File: config.mk
export PLATFORM = sky130hd
export DESIGN_NAME = ppu_sparse_encoder
export DESIGN_NICKNAME = d
export VERILOG_FILES = /design/src/rtl/ppu_pkg.sv /design/src/rtl/ppu_quantize.sv /design/src/rtl/ppu_sparse_encoder.sv
export SDC_FILE = /design/constraint.sdc
export NUM_CORES = 1
export LEC_CHECK = 0
export ABC_AREA = 0
export CAP_MARGIN = 10
export CORE_ASPECT_RATIO = 0.6
export CORE_MARGIN = 4
export CORE_UTILIZATION = 40
export CTS_CLUSTER_DIAMETER = 200
export DETAILED_ROUTE_END_ITERATION = 10
export PLACE_DENSITY = 0.81
export SYNTH_ARGS = -nofsm -noshare
export SYNTH_HDL_FRONTEND = slang
export SYNTH_SLANG_ARGS = --single-unit
File: constraint.sdc
create_clock -name clk -period 3.3 [get_ports clk]
set_clock_uncertainty 0.1 [all_clocks]
set_input_delay 0.33 -clock clk [delete_from_list [all_inputs] [get_ports clk]]
set_output_delay 0.33 -clock clk [all_outputs]
set_load 0.1 [all_outputs]
File: src/rtl/ppu_pkg.sv
// Shared types for the PPU sparse output encoder.
//   bitwidth_e  : clip width select (8/4/2/1 bits)
//   enc_state_e : encoder FSM states
//   clip_max()  : largest representable value for a given clip width
package ppu_pkg;

  typedef enum logic [1:0] {
    BW8 = 2'd0,
    BW4 = 2'd1,
    BW2 = 2'd2,
    BW1 = 2'd3
  } bitwidth_e;

  typedef enum logic [1:0] {
    IDLE   = 2'd0,
    STREAM = 2'd1,
    FINISH = 2'd2
  } enc_state_e;

  function automatic logic [7:0] clip_max(input bitwidth_e bw);
    case (bw)
      BW8:     return 8'hFF;
      BW4:     return 8'h0F;
      BW2:     return 8'h03;
      default: return 8'h01;
    endcase
  endfunction

endpackage

File: src/rtl/ppu_quantize.sv
// Combinational ReLU + saturating clip of one accumulator value.
//   in_data  : signed accumulator value
//   bitwidth : clip width select (bitwidth_e encoding)
//   q        : unsigned result, 0 .. 2**n-1
module ppu_quantize
  import ppu_pkg::*;
#(
  parameter int DATA_WIDTH = 16,
  parameter int OUT_WIDTH  = 8
) (
  input  logic [DATA_WIDTH-1:0] in_data,
  input  logic [1:0]            bitwidth,
  output logic [OUT_WIDTH-1:0]  q
);

  logic [DATA_WIDTH-1:0] max_ext;

  always_comb begin
    max_ext = DATA_WIDTH'(clip_max(bitwidth_e'(bitwidth)));
    // Sign bit set means negative: ReLU forces zero. Otherwise the value is
    // non-negative, so an unsigned compare against the clip limit is exact.
    if (in_data[DATA_WIDTH-1])  q = '0;
    else if (in_data > max_ext) q = OUT_WIDTH'(max_ext);
    else                        q = OUT_WIDTH'(in_data);
  end

endmodule

File: src/rtl/ppu_sparse_encoder.sv
// PPU output path: quantises the accumulator readout stream and writes
// zero-run-length encoded (value, preceding-zero-count) pairs into OARAM.
//   clk, reset_n        : clock, synchronous active-low reset
//   bitwidth, start,
//   base_address        : group setup, sampled when start is taken in IDLE
//   in_valid/in_ready/
//   in_data/in_last     : element stream (accepted only in STREAM)
//   oaram_*             : registered write port, all zero when no write
//   busy, done          : FSM status; done pulses once per finished group
//   entry_count         : writes this group, saturates at 2**ADDR_W
//   overflow            : sticky, set when an emit found OARAM full
module ppu_sparse_encoder
  import ppu_pkg::*;
#(
  parameter int RAM_WIDTH   = 10,
  parameter int INDEX_WIDTH = 4,
  parameter int DATA_WIDTH  = 16,
  parameter int OUT_WIDTH   = 8
) (
  input  logic                   clk,
  input  logic                   reset_n,
  input  logic [1:0]             bitwidth,
  input  logic                   start,
  input  logic [RAM_WIDTH-2:0]   base_address,
  input  logic                   in_valid,
  output logic                   in_ready,
  input  logic [DATA_WIDTH-1:0]  in_data,
  input  logic                   in_last,
  output logic [OUT_WIDTH-1:0]   oaram_value,
  output logic [INDEX_WIDTH-1:0] oaram_indices_value,
  output logic [RAM_WIDTH-2:0]   oaram_address,
  output logic                   oaram_write_enable,
  output logic                   busy,
  output logic                   done,
  output logic [RAM_WIDTH-1:0]   entry_count,
  output logic                   overflow
);

  localparam int ADDR_W = RAM_WIDTH - 1;
  localparam logic [INDEX_WIDTH-1:0] MAX_RUN = '1;

  enc_state_e             state_q, state_d;
  logic [1:0]             bw_q, bw_d;
  logic [ADDR_W-1:0]      base_q, base_d;
  logic [INDEX_WIDTH-1:0] run_q, run_d;
  logic [ADDR_W:0]        count_q, count_d;
  logic                   ovf_q, ovf_d;
  logic                   we_q, we_d;
  logic [OUT_WIDTH-1:0]   val_q, val_d;
  logic [INDEX_WIDTH-1:0] idx_q, idx_d;
  logic [ADDR_W-1:0]      addr_q, addr_d;

  logic                   accept;
  logic [OUT_WIDTH-1:0]   q;
  logic                   emit;
  logic [OUT_WIDTH-1:0]   emit_val;
  logic [INDEX_WIDTH-1:0] emit_idx;

  ppu_quantize #(
    .DATA_WIDTH (DATA_WIDTH),
    .OUT_WIDTH  (OUT_WIDTH)
  ) u_quant (
    .in_data  (in_data),
    .bitwidth (bw_q),
    .q        (q)
  );

  assign in_ready = (state_q == STREAM);
  assign accept   = in_valid & in_ready;

  always_comb begin
    state_d  = state_q;
    bw_d     = bw_q;
    base_d   = base_q;
    run_d    = run_q;
    count_d  = count_q;
    ovf_d    = ovf_q;
    we_d     = 1'b0;
    val_d    = '0;
    idx_d    = '0;
    addr_d   = '0;
    emit     = 1'b0;
    emit_val = '0;
    emit_idx = '0;

    case (state_q)
      IDLE: begin
        if (start) begin
          state_d = STREAM;
          bw_d    = bitwidth;
          base_d  = base_address;
          run_d   = '0;
          count_d = '0;
          ovf_d   = 1'b0;
        end
      end

      STREAM: begin
        if (accept) begin
          if (q != '0) begin
            emit     = 1'b1;
            emit_val = q;
            emit_idx = run_q;
            run_d    = '0;
          end else if (run_q == MAX_RUN) begin
            // Run index saturated: spend an entry on a zero-valued filler so
            // the following value's index stays representable.
            emit     = 1'b1;
            emit_idx = MAX_RUN;
            run_d    = '0;
          end else begin
            run_d = run_q + INDEX_WIDTH'(1);
          end

          // count_q MSB set means every OARAM slot of this group is used.
          if (emit) begin
            if (count_q[ADDR_W]) begin
              ovf_d = 1'b1;
            end else begin
              we_d    = 1'b1;
              val_d   = emit_val;
              idx_d   = emit_idx;
              addr_d  = base_q + count_q[ADDR_W-1:0];
              count_d = count_q + (ADDR_W+1)'(1);
            end
          end

          if (in_last) state_d = FINISH;
        end
      end

      FINISH:  state_d = IDLE;
      default: state_d = IDLE;
    endcase
  end

  always_ff @(posedge clk) begin
    if (!reset_n) begin
      state_q <= IDLE;
      bw_q    <= '0;
      base_q  <= '0;
      run_q   <= '0;
      count_q <= '0;
      ovf_q   <= 1'b0;
      we_q    <= 1'b0;
      val_q   <= '0;
      idx_q   <= '0;
      addr_q  <= '0;
    end else begin
      state_q <= state_d;
      bw_q    <= bw_d;
      base_q  <= base_d;
      run_q   <= run_d;
      count_q <= count_d;
      ovf_q   <= ovf_d;
      we_q    <= we_d;
      val_q   <= val_d;
      idx_q   <= idx_d;
      addr_q  <= addr_d;
    end
  end

  assign oaram_write_enable  = we_q;
  assign oaram_value         = val_q;
  assign oaram_indices_value = idx_q;
  assign oaram_address       = addr_q;
  assign busy                = (state_q != IDLE);
  // The last element's write lands in the FINISH cycle, so done coincides
  // with it and entry_count is already final.
  assign done                = (state_q == FINISH);
  assign entry_count         = count_q;
  assign overflow            = ovf_q;

endmodule

==> qor.yml, run 1 <==
pwr:
  p_seq_share_pct: 53.0
  total_power_mw: 1.19
  ir_worst_vdd_uv: 214
  p_leak_nw: 1.27
  p_comb_share_pct: 17.7
  p_per_area_mw_per_mm2: 365
  switching_share_pct: 28.6
  power.switching_mw: 0.340
  clkPwrFrac_pct: 29.3
  internal_power_mw: 0.849
worst_setup_path:
  critical_path_class: "reg -> reg"
  worstPathArrival_ns: 2.83
  end_kind: "flip-flop"
  start_kind: "flip-flop"
  crit_fanout: 8
  cp.required_ns: 3.42
status:
  status: "complete, no violations"
layout:
  utilization_pct: 56.6
  areaGrowthSynthToFinish_pct: 32.8
  layout_common_cells: "clkdlybuf4s50_1, dfxtp_1, nand2_1"
  mostFrequentLayoutCell: "clkdlybuf4s50_1"
  insertedDiodeCount: 0
  final_layout_size_suffix_gt1_share_pct: 7.32
  instances_no_fill: 435
  final_nets: 404
placed_design:
  place.gp.congestion: 0.910
  placedCellCount: 427
  dp_hpwl_um: 5090
  io_buffers: 67
detailed_routing:
  ant_nets: 0
  drt_iter0_markers: 193
  firstDrtPassIters: 4
  wl_um: 6210
  drcViolationCount: 0
  via_per_inst: 5.08
  wl_per_cell_um: 14.3
  vias: 2211
cts:
  cts-htree-levels: 2
  cts_resized: 0
  cts_sinks: 50
  cts_tree: "built"
  clk_latency_ns: 0.30
  cts_hold_buf: 0
  cts_root_buffer: "clkbuf_8"
  clk_pin_slew_worst_paths_ns: 0.09
  cts_buffers: 5
  postCtsSetupRepairBufs: 0
  clockBufferDepth: 2
logic_synthesis:
  synth_ff_type: "dfxtp_1"
  ys_ff_latch: 50
  syn_area_mm2: 0.00245
  synth_edf_count: 0
  synthCells: 287
  avgSynthCellArea_um2: 8.54
  yosys.area.top_type: "dfxtp_1"
  syn_nets: 337
  synth_cell_types: 51
  yosysTopAreaCellShare_pct: 40.9
  seq_area_frac_synth_pct: 40.9
  yosys_warnings: 0
  ys_top_cells_by_area: "dfxtp_1, ha_1, nand2_1"
  async_flop_share_pct: 0
floorplan:
  die_w_um: 109
  die_h_um: 68.6
  num_rows: 21
  start_util_pct: 42.6
  core_mm2: 0.00575
  dieArea_mm2: 0.00748
  ios: 68
hold_path:
  hold_path_class: "reg -> reg"
timing:
  finalCritPeriodShare_pct: 82.2
  finalSetupViolCount: 0
  layout_min_cycle_time_ns: 2.71
  fmax_mhz: 368
  finalMaxSlewViolations: 0
  hold_slack_ns: 0.373
  rsz0062_at_grt: "false"
  slew_headroom_pct: 33.1
  setup_tns_ns: 0
  worst_pin_slew_ns: 1.00
  hold_viol_final: 0
job:
  maxCapViolCount: 0
global_route:
  grt_pass1_vias: 2124
  grt_pass1_wl_um: 10300
  antenna_found_initial: 0
  grtUsageTotal_pct: 17.9
  grt-ovfl-total: 0
  grt_max_degree: 20
## critical path, stage by stage, from the launching register on
cell,delay [ns]
dfxtp_1,0.39
or2_2,0.37
ha_1,0.33
nand2_1,0.06
o21ai_0,0.29
o22a_2,0.26
or2_0,0.41
nand2b_1,0.20
a21oi_1,0.21
## cell families after synthesis
kind of cell	count (synthesis)	share of synthesized area, %
adders and majority gates	18	9.50
AOI/OAI and AO/OA	57	15.7
buffers and inverters	19	3.42
DFF	50	40.9
xor gates and xnor gates	9	3.22
and+or+nand+nor	133	26.9
muxes	1	0.409
## power groups by stage
| stage | combinational, mW | sequential [mW] | clock, mW |
|---|---|---|---|
| floorplan | 0.102 | 0.672 | 0 |
| global placement | 0.205 | 0.644 | 0 |
| detailed placement | 0.209 | 0.645 | 0 |
| CTS | 0.210 | 0.631 | 0.359 |
| global route | 0.229 | 0.633 | 0.388 |
| finish | 0.210 | 0.631 | 0.348 |
## final timing paths
kind	startpoint	end	slack, ns	depth (start not counted)
setup / recovery	bw_q[1]	oaram_value[4]	0.59	8
setup reg to reg	bw_q[1]	oaram_value[4]	0.59	8
hold reg to reg	base_q[7]	base_q[7]	0.37	2
hold / removal	base_q[7]	base_q[7]	0.37	2
## registers in the layout, indices dropped and copies added, names as in the netlist
| name | count |
|---|---|
| base_q | 9 |
| bw_q | 2 |
| entry_count | 10 |
| oaram_address | 9 |
| oaram_indices_value | 4 |
| oaram_value | 8 |
| oaram_write_enable | 1 |
| overflow | 1 |
| run_q | 4 |
| state_q | 2 |
## layer usage
layer / track usage, % / part of all wire (%) / vias up
met4: 5.35 / 1.4 / 0
met5: 0 / 0 / -
met3: 3.35 / 7.7 / 9
met1: 27.4 / 53 / 994
met2: 25.0 / 38 / 81
li1: - / - / 1127
## through the flow
stage | cell area [um^2] | setup slack, ns
global route | 3250 | 0.449
CTS | 3250 | 0.602
finish | 3250 | 0.586
floorplan | 2450 | 0.578
global placement | 3170 | 0.582
detailed placement | 3170 | 0.526
## area by class of cell
class,count,area [um^2]
Inverter,11,41.3
Sequential cell,50,1000
Clock buffer,6,72.6
Tap cell,80,100
Timing Repair Buffer,68,661
Fill cell,506,2500
Clock inverter,2,13.8
Multi-Input combinational cell,218,1370
## synth_stat cells, types with 2 or more instances
master / number
nor4_2: 2
ha_1: 17
xor2_1: 5
nor3_1: 4
o211ai_1: 3
a21oi_1: 15
a21boi_0: 12
or3_1: 4
nor2b_1: 2
xnor2_1: 4
o21bai_1: 2
or2_2: 2
and2_1: 9
nand3_1: 13
a22o_1: 2
a21o_1: 2
or4_1: 2
o21ai_2: 2
nand2_1: 45
dfxtp_1: 50
nor2_1: 29
o21ai_0: 5
nand2b_1: 3
or2_1: 2
a211oi_1: 3
o21a_1: 2
inv_1: 10
clkbuf_1: 5
and3_1: 2
nor4_1: 3
a31oi_1: 3
nand4_1: 4
Note: power is estimated with default switching activity, not from simulation.
==> run 2, diff against run 1 <==
clock period = 2.5 ns   (was 3.3 ns; I/O delays follow)
==> run 2 against run 1 <==
Against the previous run:
- final area grew 1.9%
- fmax grew 12%
- die area is the same
- count of clock-buffer cells in the layout shrank 1
- sequential share of layout area shrank 0.46 points
- critical path type unchanged
- worst hold slack gained 0.0089 ns
- combinational power grew 41%
- sequential cell count is the same
- sequential power grew 32%
- cell count grew 2.8%
- routed wire length grew 4.2%
- largest power group unchanged
==> qor.yml, run 2 (synthesis gave the netlist of run 1 again) <==
status:
  status: "complete, no violations"
worst_setup_path:
  crit_path_top_delay_cell: "or4_1"
  worstPathCellList: "or2_2 > ha_1 > nand4_1 > a21oi_2 > o22a_2 > o21ai_4 > or4_1 > nand2_1"
  cp.depth: 8  # unchanged
  critPathMaxStageDelay_ns: 0.49  # +0.08 ns
  crit_fanout: 11  # +3
  start_kind: "flip-flop"
  ff2ff_path_depth: 8  # unchanged
  worstPathArrival_ns: 2.57  # -0.26 ns
  crit_buf_inv: 0  # unchanged
  critPathTopFamily: "simple AND/OR/NAND/NOR gates"
  critical_path_class: "reg -> reg"
  cp.required_ns: 2.66  # -0.76 ns
  end_kind: "flip-flop"
  startpoint: "bw_q[1]"
  timing.rr.start: "bw_q[1]"
layout:
  insertedDiodeCount: 0  # unchanged
  areaGrowthSynthToFinish_pct: 35.3
  stdcell_area_mm2: 0.00332  # +1.9%
  final_nets: 416  # +3.0%
  multiInputGateArea_mm2: 0.00138  # +1.0%
  fillers: 519  # +2.6%
  utilization_pct: 57.6  # +1.1 points
  instances_no_fill: 447  # +2.8%
  largest_register_ffs: 10  # unchanged
  layout_common_cells: "buf_4, dfxtp_1, nand2_1"
  final_layout_size_suffix_gt1_share_pct: 19.9  # +13 points
  seq_area_mm2: 0.00100  # +0.37%
  mostFrequentLayoutCell: "buf_4"
placed_design:
  place.gp.congestion: 0.900  # -1.1%
  io_buffers: 67  # unchanged
  dp_hpwl_um: 5350  # +5.1%
  placedCellCount: 439  # +2.8%
  place_area_mm2: 0.00319  # +0.67%
cts:
  cts_hold_buf: 0  # unchanged
  postCtsSetupRepairBufs: 0  # unchanged
  cts-htree-levels: 2  # unchanged
  cts_root_buffer: "clkbuf_8"
  cts_tree: "built"
  clk_latency_ns: 0.31  # about the same
  cts_buffers: 5  # unchanged
  clockBufferDepth: 2  # unchanged
  cts_sinks: 50  # unchanged
  clk_pin_slew_worst_paths_ns: 0.09  # about the same
floorplan:
  core_mm2: 0.00575  # unchanged
  start_util_pct: 42.6  # unchanged
  num_rows: 21  # unchanged
  die_w_um: 109  # unchanged
  die_h_um: 68.6  # unchanged
  ios: 68  # unchanged
  dieArea_mm2: 0.00748  # unchanged
detailed_routing:
  ant_nets: 0  # unchanged
  firstDrtPassIters: 4  # unchanged
  via_per_inst: 5.00  # -1.5%
  vias: 2237  # +1.2%
  drcViolationCount: 0  # unchanged
  wl_per_cell_um: 14.5  # +1.4%
  drt_iter0_markers: 175  # -9.3%
  wl_um: 6470  # +4.2%
global_route:
  grt_pass1_vias: 2141  # +0.80%
  antenna_found_initial: 0  # unchanged
  grtUsageTotal_pct: 18.6  # +0.76 points
  grt_pass1_wl_um: 10600  # +3.5%
  grt_max_degree: 17  # -15%
  grt-ovfl-total: 0  # unchanged
pwr:
  ir_worst_vdd_uv: 236  # +10%
  p_leak_nw: 1.41  # +11%
  p_per_area_mw_per_mm2: 515  # +41%
timing:
  hold_viol_final: 0  # unchanged
  setup_tns_ns: 0  # unchanged
  slew_headroom_pct: 72.7  # +40 points
  finalSetupViolCount: 0  # unchanged
  hold_slack_ns: 0.382  # +0.00888 ns
  worst_pin_slew_ns: 0.410  # -0.591 ns
  finalMaxSlewViolations: 0  # unchanged
  finalCritPeriodShare_pct: 96.7  # +14 points
  rsz0062_at_grt: "false"
  fmax_mhz: 414  # +12%
  layout_min_cycle_time_ns: 2.42  # -0.296 ns
job:
  maxCapViolCount: 0  # unchanged
hold_path:
  hp-start: "base_q[6]"
  hold_path_class: "reg -> reg"
  hold-path-cell-count: 2  # unchanged
-- run 2: cell types whose count changed in the layout (fill, tap and decap cells not counted), moves of 3 or more --
cell	delta
clkdlybuf4s50_1	-29
buf_4	+41
dfxtp_2	+3
dfxtp_1	-3
-- run 2: timing repair --
action / 4_1_cts / 5_1_grt
gates resized for setup: 1 / 4
setup endpoints to repair: 2 / 16
pin swaps: 0 / 1
-- run 2: layer usage --
layer	vias to the layer above	share of wire [%]	global-route usage [%]	wire length [um]
met2	82	40	27.1	2580
li1	1150	-	-	-
met1	998	51	27.4	3310
met4	0	1.3	6.61	82
met3	7	7.6	3.53	494
met5	-	0	0	0
-- run 2: worst min-delay path, delay by kind of cell, from the launching register on --
kind | cells | cell delay (ns)
AO/OA/AOI/OAI | 1 | 0.07
flip-flops | 1 | 0.33
AND/OR/NAND/NOR | 1 | 0.05
-- run 2: path summary, 6_finish.rpt --
check | endpoint | slack (ns)
worst min register to register | base_q[6] | 0.38
worst max-delay path | entry_count[3] | 0.08
worst max register to register | entry_count[3] | 0.08
worst min-delay path | base_q[6] | 0.38
-- run 2: final cells by class --
cell class | count | area share [%]
flip-flops and latches | 50 | 30.3
repair buffers | 80 | 20.5
inverters | 11 | 1.25
multi-input cells | 218 | 41.6
clock inverters | 3 | 1.32
clock buffers | 5 | 2.08
well taps | 80 | 3.02
-- run 2: stage by stage --
stage	setup slack [ns]	power [mW]
finish	0.0817	1.71
global route	0.00611	1.79
CTS	0.00472	1.72
detailed placement	-0.0720	1.14
global placement	0.0560	1.13
floorplan	0.152	1.02
-- run 2: report_power, final --
| part | leakage, nW | internal, mW | switching, mW |
|---|---|---|---|
| registers | 0.407 | 0.815 | 0.0153 |
| logic | 0.940 | 0.118 | 0.179 |
| clock network | 0.0585 | 0.300 | 0.279 |
| total | 1.41 | 1.23 | 0.473 |
==> patch, RTL diff (config.mk and constraints of run 1) <==
`DATA_WIDTH` is set to 16 in 2 places; all go to 32.
--- a/src/rtl/ppu_quantize.sv
+++ b/src/rtl/ppu_quantize.sv
@@ -7,3 +7,3 @@
 #(
-  parameter int DATA_WIDTH = 16,
+  parameter int DATA_WIDTH = 32,
   parameter int OUT_WIDTH  = 8
--- a/src/rtl/ppu_sparse_encoder.sv
+++ b/src/rtl/ppu_sparse_encoder.sv
@@ -16,3 +16,3 @@
   parameter int INDEX_WIDTH = 4,
-  parameter int DATA_WIDTH  = 16,
+  parameter int DATA_WIDTH  = 32,
   parameter int OUT_WIDTH   = 8
Interface: changed (resized in_data); port bits go from 68 to 84. No check against the original RTL was run, so the function may have changed too.
==> patch against run 1 <==
  * Worst setup slack worse by 0.081 ns
  * Global-route usage is 0.55 points lower
  * Synthesized area is 3.4% higher
  * Combinational power is 9% higher
  * Sequential cell count stayed put
  * Critical endpoint is now entry_count[6]
  * Routed wire length is 9.6% higher
  * Utilization is 0.64 points higher
  * Design area is 7.9% higher
  * Power is 3.4% higher
==> patch: results (changes against run 1) <==
| Metric | Value |
|---|---|
| Outcome | finished clean (unchanged) |
| Final RePlAce weighted congestion | 0.882 (was 0.910) |
| Placed Instances | 462 (was 427) |
| Vias in the first global route | 2221 (was 2124) |
| Sequential area share after synthesis | 39.5% (was 40.9%) |
| Post-synthesis cell type count | 47 (was 51) |
| Routing layer with the top usage in global route | met1 (unchanged) |
| Total Routing Usage GR | 17.3% (was 17.9%) |
| Pin count of the biggest net entering global routing | 16 (was 20) |
| Share of layout cells above drive strength 1 | 6.22% (was 7.32%) |
| Type of the most critical hold path | reg2reg (unchanged) |
| Routing usage on met3 | 4.10% (was 3.35%) |
| Global routing met1 resource utilization | 26.8% (was 27.4%) |
| Met2 wire length | 2.71 mm (was 2.35 mm) |
| Area contributors post-synth | sky130_fd_sc_hd__dfxtp_1 (40%), sky130_fd_sc_hd__ha_1 (8.4%), sky130_fd_sc_hd__nand2_1 (7.0%), sky130_fd_sc_hd__a21oi_1 (4.7%), sky130_fd_sc_hd__a21boi_0 (3.3%) (was sky130_fd_sc_hd__dfxtp_1 (41%), sky130_fd_sc_hd__ha_1 (8.7%), sky130_fd_sc_hd__nand2_1 (6.9%), sky130_fd_sc_hd__nor2_1 (4.4%), sky130_fd_sc_hd__a21boi_0 (3.7%)) |
| Post-Syn Nets | 371 (was 337) |
| Number of standard cells in the layout, taps in and fillers out | 470 (was 435) |
| Leakage power of the design | 1.35 nW (was 1.27 nW) |
| Met3 routed wirelength | 492 microns (was 478 microns) |
| Post-synth top cells | sky130_fd_sc_hd__dfxtp_1 (50), sky130_fd_sc_hd__nand2_1 (47), sky130_fd_sc_hd__a21oi_1 (24) (was sky130_fd_sc_hd__dfxtp_1 (50), sky130_fd_sc_hd__nand2_1 (45), sky130_fd_sc_hd__nor2_1 (29)) |
| Layout Nets | 451 (was 404) |
| Average cell area after synthesis | 8.30 sq um (was 8.54 sq um) |
| Synth warnings | 0 (unchanged) |
| Routed wirelength normalized by instance count | 14.5 microns (was 14.3 microns) |
| Crit path max fanout | 14 (was 8) |
| Dpl hpwl | 5.58 mm (was 5.09 mm) |
| Worst vdd rail ir drop | 175 uV (was 214 uV) |
| CTS H-tree lvls | 2 (unchanged) |
| Via count of the routed design | 2430 (was 2211) |
| Met2 GRT Util | 24.3% (was 25.0%) |
| Area post-placement | 0.00342 sq mm (was 0.00317 sq mm) |
| Top Metal Used | met4 (unchanged) |
| First-pass GRT wire length | 11.0 mm (was 10.3 mm) |
| Port Buf Inserts | 83 (was 67) |
| Worst EP arrival | 2.88 ns (was 2.83 ns) |
| DP Worst Slack | 0.422 ns (was 0.526 ns) |
| DRC marker count from the first detailed-route iteration | 147 (was 193) |
| Switching share of power | 28.1% (was 28.6%) |
| Normalized max-slew margin | 33.5% (was 33.1%) |
| M1 WL | 3.58 mm (was 3.30 mm) |
[patch: path summary, 6_finish.rpt]
path	slack (ns)	depth (start not counted)	from	endpoint
worst max-delay path	0.50	9	bw_q[1]	entry_count[6]
worst min-delay path	0.37	2	overflow	overflow
worst max register to register	0.50	9	bw_q[1]	entry_count[6]
worst min register to register	0.37	2	overflow	overflow
[patch: power groups by stage]
stage / combinational (W) / sequential (W) / clock, W
2_1_floorplan: 0.000104 / 0.000668 / 0
3_3_place_gp: 0.000222 / 0.000643 / 0
3_5_place_dp: 0.000227 / 0.000644 / 0
4_1_cts: 0.000228 / 0.000630 / 0.000371
5_1_grt: 0.000247 / 0.000632 / 0.000395
6_report: 0.000229 / 0.000630 / 0.000371
[patch: cells by family after synthesis]
logic type               Yosys count  share of synthesized area, %
AND/OR/NAND/NOR                  134                          26.5
AO/OA/AOI/OAI                     69                          17.2
flip-flops                        50                          39.5
buffers and inverters             23                          3.51
adder cells (fa/ha/maj)           18                          9.19
XOR/XNOR                           6                          2.08
multiplexers                       5                          1.98
[patch: worst max-delay path, cell delays in order, from the launching register on]
cell and delay, ns:
sky130_fd_sc_hd__dfxtp_1 0.36, sky130_fd_sc_hd__or2_2 0.36, sky130_fd_sc_hd__ha_1 0.31, sky130_fd_sc_hd__a211oi_1 0.30, sky130_fd_sc_hd__o21ai_0 0.14, sky130_fd_sc_hd__nor4_1 0.29
sky130_fd_sc_hd__or3_1 0.46, sky130_fd_sc_hd__inv_1 0.16, sky130_fd_sc_hd__o21ai_0 0.10, sky130_fd_sc_hd__o21ai_0 0.09
[patch: cell type report]
cell class                 count  area [sq um]
inverter                      12          45.0
fill                         556          2630
clock inverter                 1          5.00
multi-input combinational    232          1440
timing repair buffer          84           826
clock buffer                   7          86.3
sequential                    50          1000
tap                           84           105
